**src/rtl/epu_layer_sequencer.sv**
```systemverilog
// Layer sequencer for the EPU conv accelerator: walks a programmable descriptor
// table, driving one-hot mode/w8 and a start pulse per layer, then waits for finish.
module epu_layer_sequencer #(
  parameter int MAX_LAYERS = 16,
  parameter int TIMEOUT_W  = 20,
  localparam int LW = $clog2(MAX_LAYERS)
) (
  input  logic          clk,
  input  logic          rstn,
  input  logic          cfg_we,
  input  logic [LW-1:0] cfg_addr,
  input  logic [1:0]    cfg_op,
  input  logic [31:0]   cfg_w8,
  input  logic [LW:0]   num_layers,
  input  logic          run,
  input  logic          abort,
  output logic          busy,
  output logic          done,
  output logic [1:0]    err,
  output logic [LW-1:0] cur_layer,
  output logic [3:0]    acc_mode,
  output logic [31:0]   acc_w8,
  output logic          acc_start,
  input  logic          acc_finish
);

  localparam int IDLE_MODE     = 0;
  localparam int CONV_3x3_MODE = 1;
  localparam int MAX_POOL_MODE = 2;
  localparam int FC_MODE       = 3;

  localparam logic [3:0]           MODE_IDLE = 4'b1 << IDLE_MODE;
  localparam logic [LW:0]          MAX_NL    = MAX_LAYERS[LW:0];
  localparam logic [TIMEOUT_W-1:0] WDOG_LAST = {{(TIMEOUT_W-1){1'b1}}, 1'b0};

  typedef enum logic [2:0] {
    S_IDLE,
    S_LOAD,
    S_START,
    S_WAIT,
    S_GAP,
    S_DONE
  } state_t;

  state_t               r_state;
  state_t               w_nxt_state;
  logic [LW-1:0]        r_cur_layer;
  logic [LW-1:0]        w_nxt_layer;
  logic [LW-1:0]        r_last;
  logic [TIMEOUT_W-1:0] r_wdog;
  logic                 r_busy;
  logic                 r_done;
  logic [1:0]           r_err;
  logic [3:0]           r_acc_mode;
  logic [31:0]          r_acc_w8;
  logic                 r_acc_start;

  logic [1:0]           r_tbl_op [MAX_LAYERS];
  logic [31:0]          r_tbl_w8 [MAX_LAYERS];

  logic                 w_accept;
  logic                 w_zero_done;
  logic                 w_clr_err;
  logic [1:0]           w_set_err;
  logic [1:0]           w_cur_op;
  logic [1:0]           w_nxt_op;
  logic [31:0]          w_nxt_w8;
  logic                 w_nxt_active;
  logic                 w_nxt_unit;

  function automatic logic [3:0] op2mode(input logic [1:0] op);
    logic [3:0] m;
    m = '0;
    case (op)
      2'b01:   m[CONV_3x3_MODE] = 1'b1;
      2'b10:   m[MAX_POOL_MODE] = 1'b1;
      2'b11:   m[FC_MODE]       = 1'b1;
      default: m[IDLE_MODE]     = 1'b1;
    endcase
    return m;
  endfunction

  // Descriptor table is frozen while a sequence runs so the active layer cannot change under it.
  always_ff @(posedge clk or negedge rstn) begin
    if (!rstn) begin
      for (int i = 0; i < MAX_LAYERS; i++) begin
        r_tbl_op[i] <= '0;
        r_tbl_w8[i] <= '0;
      end
    end else if (cfg_we && !r_busy) begin
      r_tbl_op[cfg_addr] <= cfg_op;
      r_tbl_w8[cfg_addr] <= cfg_w8;
    end
  end

  assign w_cur_op = r_tbl_op[r_cur_layer];
  assign w_nxt_op = r_tbl_op[w_nxt_layer];
  assign w_nxt_w8 = r_tbl_w8[w_nxt_layer];

  always_comb begin
    w_nxt_state = r_state;
    w_nxt_layer = r_cur_layer;
    w_accept    = 1'b0;
    w_zero_done = 1'b0;
    w_clr_err   = 1'b0;
    w_set_err   = 2'b00;
    if (abort) begin
      w_nxt_state = S_IDLE;
    end else begin
      case (r_state)
        S_IDLE: begin
          if (run) begin
            if (num_layers > MAX_NL) begin
              w_set_err[1] = 1'b1;
            end else if (num_layers == '0) begin
              w_zero_done = 1'b1;
            end else begin
              w_accept    = 1'b1;
              w_clr_err   = 1'b1;
              w_nxt_layer = '0;
              w_nxt_state = S_LOAD;
            end
          end
        end
        S_LOAD: begin
          if (w_cur_op == 2'b00) begin
            w_set_err[1] = 1'b1;
            w_nxt_state  = S_IDLE;
          end else begin
            w_nxt_state = S_START;
          end
        end
        S_START: w_nxt_state = S_WAIT;
        S_WAIT: begin
          if (acc_finish) begin
            if (r_cur_layer == r_last) begin
              w_nxt_state = S_DONE;
            end else begin
              w_nxt_layer = r_cur_layer + 1'b1;
              w_nxt_state = S_GAP;
            end
          end else if (r_wdog == WDOG_LAST) begin
            w_set_err[0] = 1'b1;
            w_nxt_state  = S_IDLE;
          end
        end
        S_GAP:   w_nxt_state = S_LOAD;
        S_DONE:  w_nxt_state = S_IDLE;
        default: w_nxt_state = S_IDLE;
      endcase
    end
  end

  assign w_nxt_active = (w_nxt_state == S_LOAD) || (w_nxt_state == S_START) ||
                        (w_nxt_state == S_WAIT) || (w_nxt_state == S_GAP);
  assign w_nxt_unit   = (w_nxt_state == S_LOAD) || (w_nxt_state == S_START) ||
                        (w_nxt_state == S_WAIT);

  always_ff @(posedge clk or negedge rstn) begin
    if (!rstn) begin
      r_state     <= S_IDLE;
      r_cur_layer <= '0;
      r_last      <= '0;
      r_wdog      <= '0;
    end else begin
      r_state     <= w_nxt_state;
      r_cur_layer <= w_nxt_layer;
      if (w_accept) r_last <= num_layers[LW-1:0] - 1'b1;
      if (r_state == S_START) r_wdog <= '0;
      else if (r_state == S_WAIT) r_wdog <= r_wdog + 1'b1;
    end
  end

  // Outputs are registered from the next state, so mode/w8 already show the layer during LOAD.
  always_ff @(posedge clk or negedge rstn) begin
    if (!rstn) begin
      r_busy      <= 1'b0;
      r_done      <= 1'b0;
      r_err       <= 2'b00;
      r_acc_mode  <= MODE_IDLE;
      r_acc_w8    <= '0;
      r_acc_start <= 1'b0;
    end else begin
      r_busy      <= w_nxt_active;
      r_done      <= (w_nxt_state == S_DONE) || w_zero_done;
      r_acc_start <= (w_nxt_state == S_START);
      r_acc_mode  <= w_nxt_unit ? op2mode(w_nxt_op) : MODE_IDLE;
      if (w_nxt_state == S_LOAD) r_acc_w8 <= w_nxt_w8;
      if (w_clr_err) r_err <= 2'b00;
      else           r_err <= r_err | w_set_err;
    end
  end

  assign busy      = r_busy;
  assign done      = r_done;
  assign err       = r_err;
  assign cur_layer = r_cur_layer;
  assign acc_mode  = r_acc_mode;
  assign acc_w8    = r_acc_w8;
  assign acc_start = r_acc_start;

endmodule

```
**config.mk**
```make
export PLATFORM = sky130hd
export DESIGN_NAME = epu_layer_sequencer
export DESIGN_NICKNAME = d
export VERILOG_FILES = /design/src/rtl/epu_layer_sequencer.sv
export SDC_FILE = /design/constraint.sdc
export NUM_CORES = 1
export LEC_CHECK = 0
export ABC_CLOCK_PERIOD_IN_PS = 3700
export BUFFER_PORTS_ARGS = -buffer_cell sky130_fd_sc_hd__buf_2
export CORE_ASPECT_RATIO = 0.7
export CORE_MARGIN = 2
export CORE_UTILIZATION = 55
export DETAILED_ROUTE_END_ITERATION = 10
export PLACE_DENSITY = 0.79
export SETUP_SLACK_MARGIN = 0.2
export SLEW_MARGIN = 10
export SYNTH_ARGS = -nofsm -noshare
export SYNTH_HDL_FRONTEND = slang
export SYNTH_SLANG_ARGS = --single-unit
```
**constraint.sdc**
```tcl
create_clock -name clk -period 3.7 [get_ports clk]
set_clock_uncertainty 0.15 [all_clocks]
set_input_delay 0.925 -clock clk [delete_from_list [all_inputs] [get_ports clk]]
set_output_delay 0.925 -clock clk [all_outputs]
set_load 0.05 [all_outputs]
```
## Yosys cells after proc, flatten, opt, wreduce, memory -nomap -nowiden

Cells that the tools add are included.

| operators by class | value |
|---|---|
| $add $sub $neg | 3 |
| magnitude comparators | 5 |
| equality and inequality tests | 14 |
| multiplexer cells | 57 |
| bitwise logic cells | 4 |
| reductions and logical operators | 12 |

Operators by type and width:

| cell | count |
|---|---|
| bitwise mux 512 bit | 1 |
| binary-select mux 32 bit (select 4 bit) | 1 |
| demux 32 bit (select 4 bit) | 1 |
| 2-to-1 mux 32 bit | 3 |
| 2-to-1 mux 20 bit | 2 |
| bitwise mux 32 bit | 1 |
| 2-to-1 mux 4 bit | 7 |
| 2-to-1 mux 1 bit | 21 |
| adder 20 x 1 -> 20 bit (second input constant) | 1 |
| equality test 20 bit (second input constant) | 1 |
| 2-to-1 mux 3 bit | 6 |
| binary-select mux 2 bit (select 4 bit) | 2 |
| 2-to-1 mux 2 bit | 8 |
| greater-or-equal comparator 5 bit (second input constant) | 3 |
| inverter 4 -> 5 bit | 3 |
| case mux 3 bit (5 select lines) | 1 |
| equality test 3 x 2 -> 1 bit (second input constant) | 4 |
| equality test 3 bit (second input constant) | 3 |
| demux 2 bit (select 4 bit) | 1 |
| case mux 4 bit (2 select lines) | 1 |
| equality test 3 x 1 -> 1 bit (second input constant) | 2 |
| greater-than comparator 5 bit (second input constant) | 1 |
| logical NOT 5 bit | 1 |
| < comparator 5 x 1 -> 1 bit (second input constant) | 1 |
| other kinds (14) | 19 |

| storage, ports and cells | value |
|---|---|
| register bits | 616 |
| input bits | 49 |
| output and inout bits | 45 |

## Longest topological paths before layout

Gate-level depths: netlist (run 1).

| depth | value |
|---|---|
| word-level depth | 14 |
| gate-level depth with buffers | 18 |

## Worst setup path before layout (run 1)

OpenSTA, ideal clock, no wires.

| timing | value |
|---|---|
| path kind | input -> register |
| from | in num_layers[0] |
| to | reg r_acc_mode[2] (netlist: acc_mode[2]) |
| library setup time | 0.144 ns |
| arrival time | 3.630 ns |
| setup slack | -0.223 ns |
| cell stages on the path | 15 |
| path through | inv_1 > ha_1 > or3b_2 > ha_1 > nor4b_1 > nand2_1 > o211ai_1 > and2_4 > buf_8 > inv_4 > buf_8 > mux2i_1 > a2111oi_0 > nor4_2 > nor3b_1 |

| on the way | value |
|---|---|
| word-level cells in the longest chain between the ends | 13 |
| elaborated cells between the ends (all ways) | 24 |
| those cells by class | 1 x order compare; 4 x eq/ne; 15 x mux; 1 x bitwise; 3 x reduce/logical |

Ends and longest elaborated chain:

| item | line | RTL |
|---|---|---|
| start, declared | 14 | `input logic [LW:0] num_layers,` |
| parallel branches: the longest is 12 deep, another holds greater-than comparator 5 bit | - |  |
| 2-to-1 mux 4 bit * | 187 | `r_acc_mode <= w_nxt_unit ? op2mode(w_nxt_op) : MODE_IDLE;` |
| end signal, assigned | 187 |  |
| end, declared | 54 | `logic [3:0] r_acc_mode;` |

Mark *: on every way between the ends. The select of a mux whose other input is x is not followed.
A chain may end at the register's enable or synchronous reset.

## Worst setup path in the final report (run 1)

| timing | value |
|---|---|
| from | in num_layers[0] |
| to | reg r_acc_w8[21] (netlist: acc_w8[21]) |

| on the way | value |
|---|---|
| word-level cells in the longest chain between the ends | 10 |
| elaborated cells between the ends (all ways) | 17 |
| those cells by class | 1 x order compare; 1 x eq/ne; 13 x mux; 1 x bitwise; 1 x reduce/logical |

Ends and longest elaborated chain:

| item | line | RTL |
|---|---|---|
| parallel branches: the longest is 10 deep, another holds greater-than comparator 5 bit | - |  |
| end signal, assigned | 188 | `if (w_nxt_state == S_LOAD) r_acc_w8 <= w_nxt_w8;` |
| end, declared | 55 | `logic [31:0] r_acc_w8;` |

Several ways; the timed one is not identified. The select of a mux whose other input is x is not followed.

==> flow_summary.ini, run 1 <==
[run_status]
status = completed

[worst_setup_path]
r2r_slack_ns = 0.31
cp_top_family = simple AND/OR/NAND/NOR gates
crit_start = num_layers[0]
critPathMaxFanout = 23
required_ns = 4.10
rr_worst_depth = 9
arrival_ns = 3.90
crit_chain = buf_2 > inv_12 > ha_4 > or3b_4 > ha_4 > nor4b_4 > nand2_1 > o211ai_1 > and2_4 > buf_12 > buf_12 > clkbuf_16 > a211oi_1 > a311oi_1 > o21ai_1 > nand3_1
r2r_end = acc_w8[25]
crit_slowest_cell = or3b_4
critPathMaxStageDelay_ns = 0.40
critical_path_buf_inv_count = 5
rr_startpoint = cur_layer[1]
crit_type = input port to register
cp-end-kind = register
cp-start-kind = input port

[yosys]
netlist_instances = 2404
synthArstFlopShare_pct = 100
synth_nets = 2459
yosysUniqueCellTypes = 65
synth_edf_count = 0
ys_seq_elements = 616
netlist_area_sq_um = 28800
syn-mean-instance-area_sq_um = 12.0
ys_seq_area_share_pct = 53.5
ys.flop_type = dfrtp_1
synth_warnings = 0

[clocking]
clkSinkCount = 616
max-clock-path-buffers = 3
clk_latency_ns = 0.63
cts_root_buf = clkbuf_16
cts_htree_levels = 2
cts_hold_buf = 0
path_clk_slew_ns = 0.07
cts-buffers-inserted = 58
cts_tree = built

[placement]
post_dp_cell_area_sq_um = 30600
place_ws_ns = -0.436
globalplace.congestion = 0.879
port_buffers = 93
hpwl_mm = 45.7
place_inst = 3070

[routing]
drtIter0Drc = 2272
routed_wl_mm = 81.0
drc = 0
postRouteAntennaNets = 0
wl_per_cell_microns = 25.3
avgViaCountPerCell = 6.56
vias = 21000
dr.pass1.iters = 6

[global_routing]
met1_usage_pct = 39.9
grt_overflow_total = 0
grt_pass1_wl_mm = 123
grt.busiest_layer = met2
met2_usage_pct = 46.8
antenna_found_initial = 2
grt_pass1_vias = 21400
grt_max_degree = 109
track_usage_pct = 28.9
globalRouteMet3Util_pct = 4.94

[timing]
tns_ns = 0
hold_viol_final = 0
fin_crit_ns = 3.50
drv_slew = 0
fmax_mhz = 286
timing.final.ws_setup_ns = 0.200
setup_viol = 0
rsz0062_at_grt = true
slew_headroom_pct = 38.0
worst_hold_slack_ns = 0.143
period_share_pct = 94.6
tightestPinTransition_ns = 0.927

[die]
core_sq_um = 51900
ios = 94
row_count = 70
die_w_microns = 277
die-area_sq_um = 54200
start_util_pct = 55.4
die_h_microns = 195

[final_layout]
syn_to_final_growth_pct = 15.3
nNetsFinal = 2521
final_layout_size_suffix_gt1_share_pct = 37.3
final_cells = 3199
stdcell_area_sq_um = 33200
postLayoutCoreUtil_pct = 63.9

[flow_run]
max-cap-violations = 0

[power]
peakVddDrop_v = 0.000497
p_total_mw = 19.2
leakage_nw = 14.2
p_per_area_nw_per_um2 = 579

[min_path]
hold_class = input port to asynchronous set/reset pin
## flip-flops by register name (all words and copies together), names as in the netlist, 2 cells and up
name and count:
acc_w8 32, r_tbl_w8 512, acc_mode 4, r_tbl_op 32
r_wdog 20, cur_layer 4, r_state 3, r_last 4
err 2
## routing by layer
| layer | up-vias | routed length, microns |
|---|---|---|
| met5 | - | 0 |
| met4 | 0 | 2320 |
| met3 | 212 | 6690 |
| met2 | 970 | 38600 |
| met1 | 10900 | 33400 |
| li1 | 8895 | - |
## power breakdown
group / leakage (nW) / internal, mW / switching [mW]
Sequential: 7.65 / 8.37 / 0.985
Combinational: 5.56 / 1.79 / 1.82
Clock: 0.993 / 3.58 / 2.67
## Yosys cell counts (all sizes together) (2+ instances only)
cell type | number | share of area [%]
a2111oi | 4 | 0.13
a211oi | 137 | 3.6
a21boi | 137 | 3.6
a21oi | 6 | 0.10
a22o | 2 | 0.061
a311oi | 132 | 4.0
buf | 76 | 1.5
clkbuf | 144 | 1.9
dfrtp | 615 | 53
ha | 6 | 0.26
inv | 12 | 0.17
mux2 | 544 | 21
mux2i | 5 | 0.17
mux4 | 5 | 0.39
nand2 | 335 | 4.4
nand2b | 2 | 0.043
nand3 | 42 | 0.75
nand4 | 9 | 0.20
nor2 | 42 | 0.56
nor2b | 6 | 0.13
nor3 | 7 | 0.12
nor3b | 6 | 0.17
nor4 | 6 | 0.20
nor4b | 2 | 0.061
o211ai | 2 | 0.052
o21ai | 76 | 1.3
o311a | 2 | 0.070
or2 | 2 | 0.043
or3 | 5 | 0.11
or4 | 2 | 0.065
xnor2 | 4 | 0.12
xor2 | 15 | 0.48
## cells by family after synthesis
group           count (synthesis)  share of synthesized area, %
compound gates                506                          13.2
simple gates                  471                          7.00
fa+ha+maj                       6                         0.261
flops                         616                          53.5
buf+inv                       232                          3.56
xor+xnor                       19                         0.604
mux                           554                          21.8
## area by class of cell
type	count	area, sq um
well taps	684	856
fillers	3742	18800
clock inverters	19	228
flip-flops and latches	616	15400
inverters	12	65.1
clock buffers	88	1780
multi-input cells	1556	12700
repair buffers	222	2180
diodes	2	5.00
## repair_timing
action,in CTS,in global routing
pin swaps,1,10
gates resized for setup,0,43
cloned,0,5
endpoints found under the setup margin,1,31
buffers inserted,2,13
## cells in the final DEF (no fill, tap or decap), drive strengths merged, types with 6 or more instances in the layout
cell | Yosys | final
o21ai | 76 | 76
a311oi | 132 | 132
nand3 | 42 | 42
nor2 | 42 | 42
a211oi | 137 | 137
nor2b | 6 | 6
dfrtp | 615 | 615
nor3b | 6 | 6
nand4 | 9 | 9
mux2 | 544 | 544
clkinv | 0 | 14
a21boi | 137 | 137
xor2 | 15 | 15
nor4 | 6 | 6
ha | 6 | 6
nand2 | 335 | 335
buf | 76 | 217
nor3 | 7 | 7
a21oi | 6 | 6
clkbuf | 144 | 93
inv | 12 | 12
## worst max path at each step
stage                        to  depth (start not counted)
floorplan           acc_mode[2]                         15
global placement     acc_w8[15]                         14
detailed placement   acc_w8[15]                         13
CTS                  acc_w8[15]                         13
global route         acc_w8[15]                         16
finish               acc_w8[21]                         16
Power figures use the tool's default switching activity.
==> inputs of run 2 (changes only) <==
- BUFFER_PORTS_ARGS: -buffer_cell sky130_fd_sc_hd__buf_2 -> -buffer_cell sky130_fd_sc_hd__buf_4
==> flow_summary.ini, run 2 (synthesis results as in run 1) <==
[worst_setup_path]
rr_worst_depth = 9
crit_type = input port to register
r2r_end = acc_mode[1]
cp-end-kind = register
crit_slowest_cell = or3b_4
required_ns = 4.05
critPathMaxFanout = 30
endpoint = acc_w8[22]
crit_chain = buf_4 > inv_12 > ha_4 > or3b_4 > ha_4 > nor4b_4 > nand2_2 > o211ai_1 > buf_4 > buf_12 > buf_12 > a21boi_0 > a211oi_1 > a311oi_1 > o21ai_1 > nand3_1
crit_start = num_layers[0]
r2r_slack_ns = 0.33
cp_top_family = simple AND/OR/NAND/NOR gates
arrival_ns = 3.79
rr_startpoint = cur_layer[3]
cp.depth = 16
critical_path_buf_inv_count = 5
critPathMaxStageDelay_ns = 0.41
cp-start-kind = input port

[routing]
wl_met3_mm = 6.36
drtIter0Drc = 2209
vias = 20900
top_layer = met4
wl_per_cell_microns = 24.8
drt-met1-wl_mm = 33.6
avgViaCountPerCell = 6.52
drc = 0
routed_wl_mm = 79.6
postRouteAntennaNets = 0
wl_met2_mm = 37.1
dr.pass1.iters = 6

[timing]
drv_slew = 0
tightestPinTransition_ns = 1.03
hold_viol_final = 0
fin_crit_ns = 3.44
worst_hold_slack_ns = 0.148
fmax_mhz = 290
period_share_pct = 93.1
slew_headroom_pct = 31.3
setup_viol = 0
rsz0062_at_grt = true

[clocking]
clk_latency_ns = 0.64
cts_root_buf = clkbuf_16
cts-buffers-inserted = 59
path_clk_slew_ns = 0.07
cts_tree = built
max-clock-path-buffers = 3
clkSinkCount = 616
cts_htree_levels = 2
cts_hold_buf = 0

[global_routing]
grt_max_degree = 110
grt_pass1_wl_mm = 125
grt_overflow_total = 0
grt_pass1_vias = 21400
track_usage_pct = 29.4
antenna_found_initial = 4

[power]
leakage_nw = 14.2
peakVddDrop_v = 0.000417
p_per_area_nw_per_um2 = 582

[final_layout]
area.sequential_sq_um = 15400
top_register = r_tbl_w8
final_layout_size_suffix_gt1_share_pct = 36.7
stdcell_area_sq_um = 33300
final_common_cell = dfrtp_1
layout_common_cells = dfrtp_1, mux2_2, nand2_1
largest_register_ffs = 512
syn_to_final_growth_pct = 15.5
multi_input_area_sq_um = 12500
nFillCells = 3734
nNetsFinal = 2523

[min_path]
hold_class = input port to asynchronous set/reset pin

[die]
die-area_sq_um = 54200
ios = 94
row_count = 70
die_h_microns = 195
start_util_pct = 55.4
core_sq_um = 51900
die_w_microns = 277

[placement]
globalplace.congestion = 0.870
hpwl_mm = 46.2
port_buffers = 93
post_dp_cell_area_sq_um = 31100

[flow_run]
max-cap-violations = 0

[run_status]
status = completed
-- run 2: where the power goes --
| part | switching [mW] | total [mW] | internal, mW |
|---|---|---|---|
| Clock | 2.67 | 6.28 | 3.61 |
| Sequential | 1.00 | 9.38 | 8.37 |
| Combinational | 1.81 | 3.71 | 1.90 |
-- run 2: stage by stage --
stage               TNS (ns)  power (mW)  instances  worst slack, ns  utilization (%)
detailed placement    -10.79        13.1       3088           -0.439             60.0
floorplan                  0        11.8       2404            0.154                -
CTS                        0        19.4       3200            0.223             63.9
global route               0        20.1       3206            0.131             64.0
finish                     0        19.4       3206            0.257             64.0
global placement       -7.41        12.8       3088           -0.341             60.0
-- run 2: per-layer routing --
layer	track usage (%)	vias to the layer above
met3	5.35	214
met2	46.1	906
met4	10.8	0
met5	0	-
met1	41.2	10900
li1	-	8914
-- run 2: worst min-delay path by stage --
stage | endpoint | depth (start not counted) | startpoint | slack (ns)
6_report | r_tbl_op[5] | 1 | rstn | 0.15
2_1_floorplan | r_last[1] | 2 | r_last[1] | 0.32
5_1_grt | r_tbl_w8[384] | 1 | rstn | 0.20
4_1_cts | r_tbl_op[5] | 1 | rstn | 0.19
3_5_place_dp | err[0] | 1 | err[0] | 0.34
3_3_place_gp | err[0] | 1 | err[0] | 0.33
-- run 2: what timing repair did --
action	in CTS	in global routing
pin swaps	0	8
endpoints found under the setup margin	2	31
buffers inserted	1	2
resized for setup	0	14
-- run 2: cell type report --
class | count | share of cell area [%]
sequential | 616 | 46.4
multi-input combinational | 1556 | 37.7
timing repair buffer | 223 | 7.05
clock buffer | 87 | 5.24
tap | 684 | 2.57
clock inverter | 24 | 0.824
inverter | 12 | 0.203
antenna | 4 | 0.0301
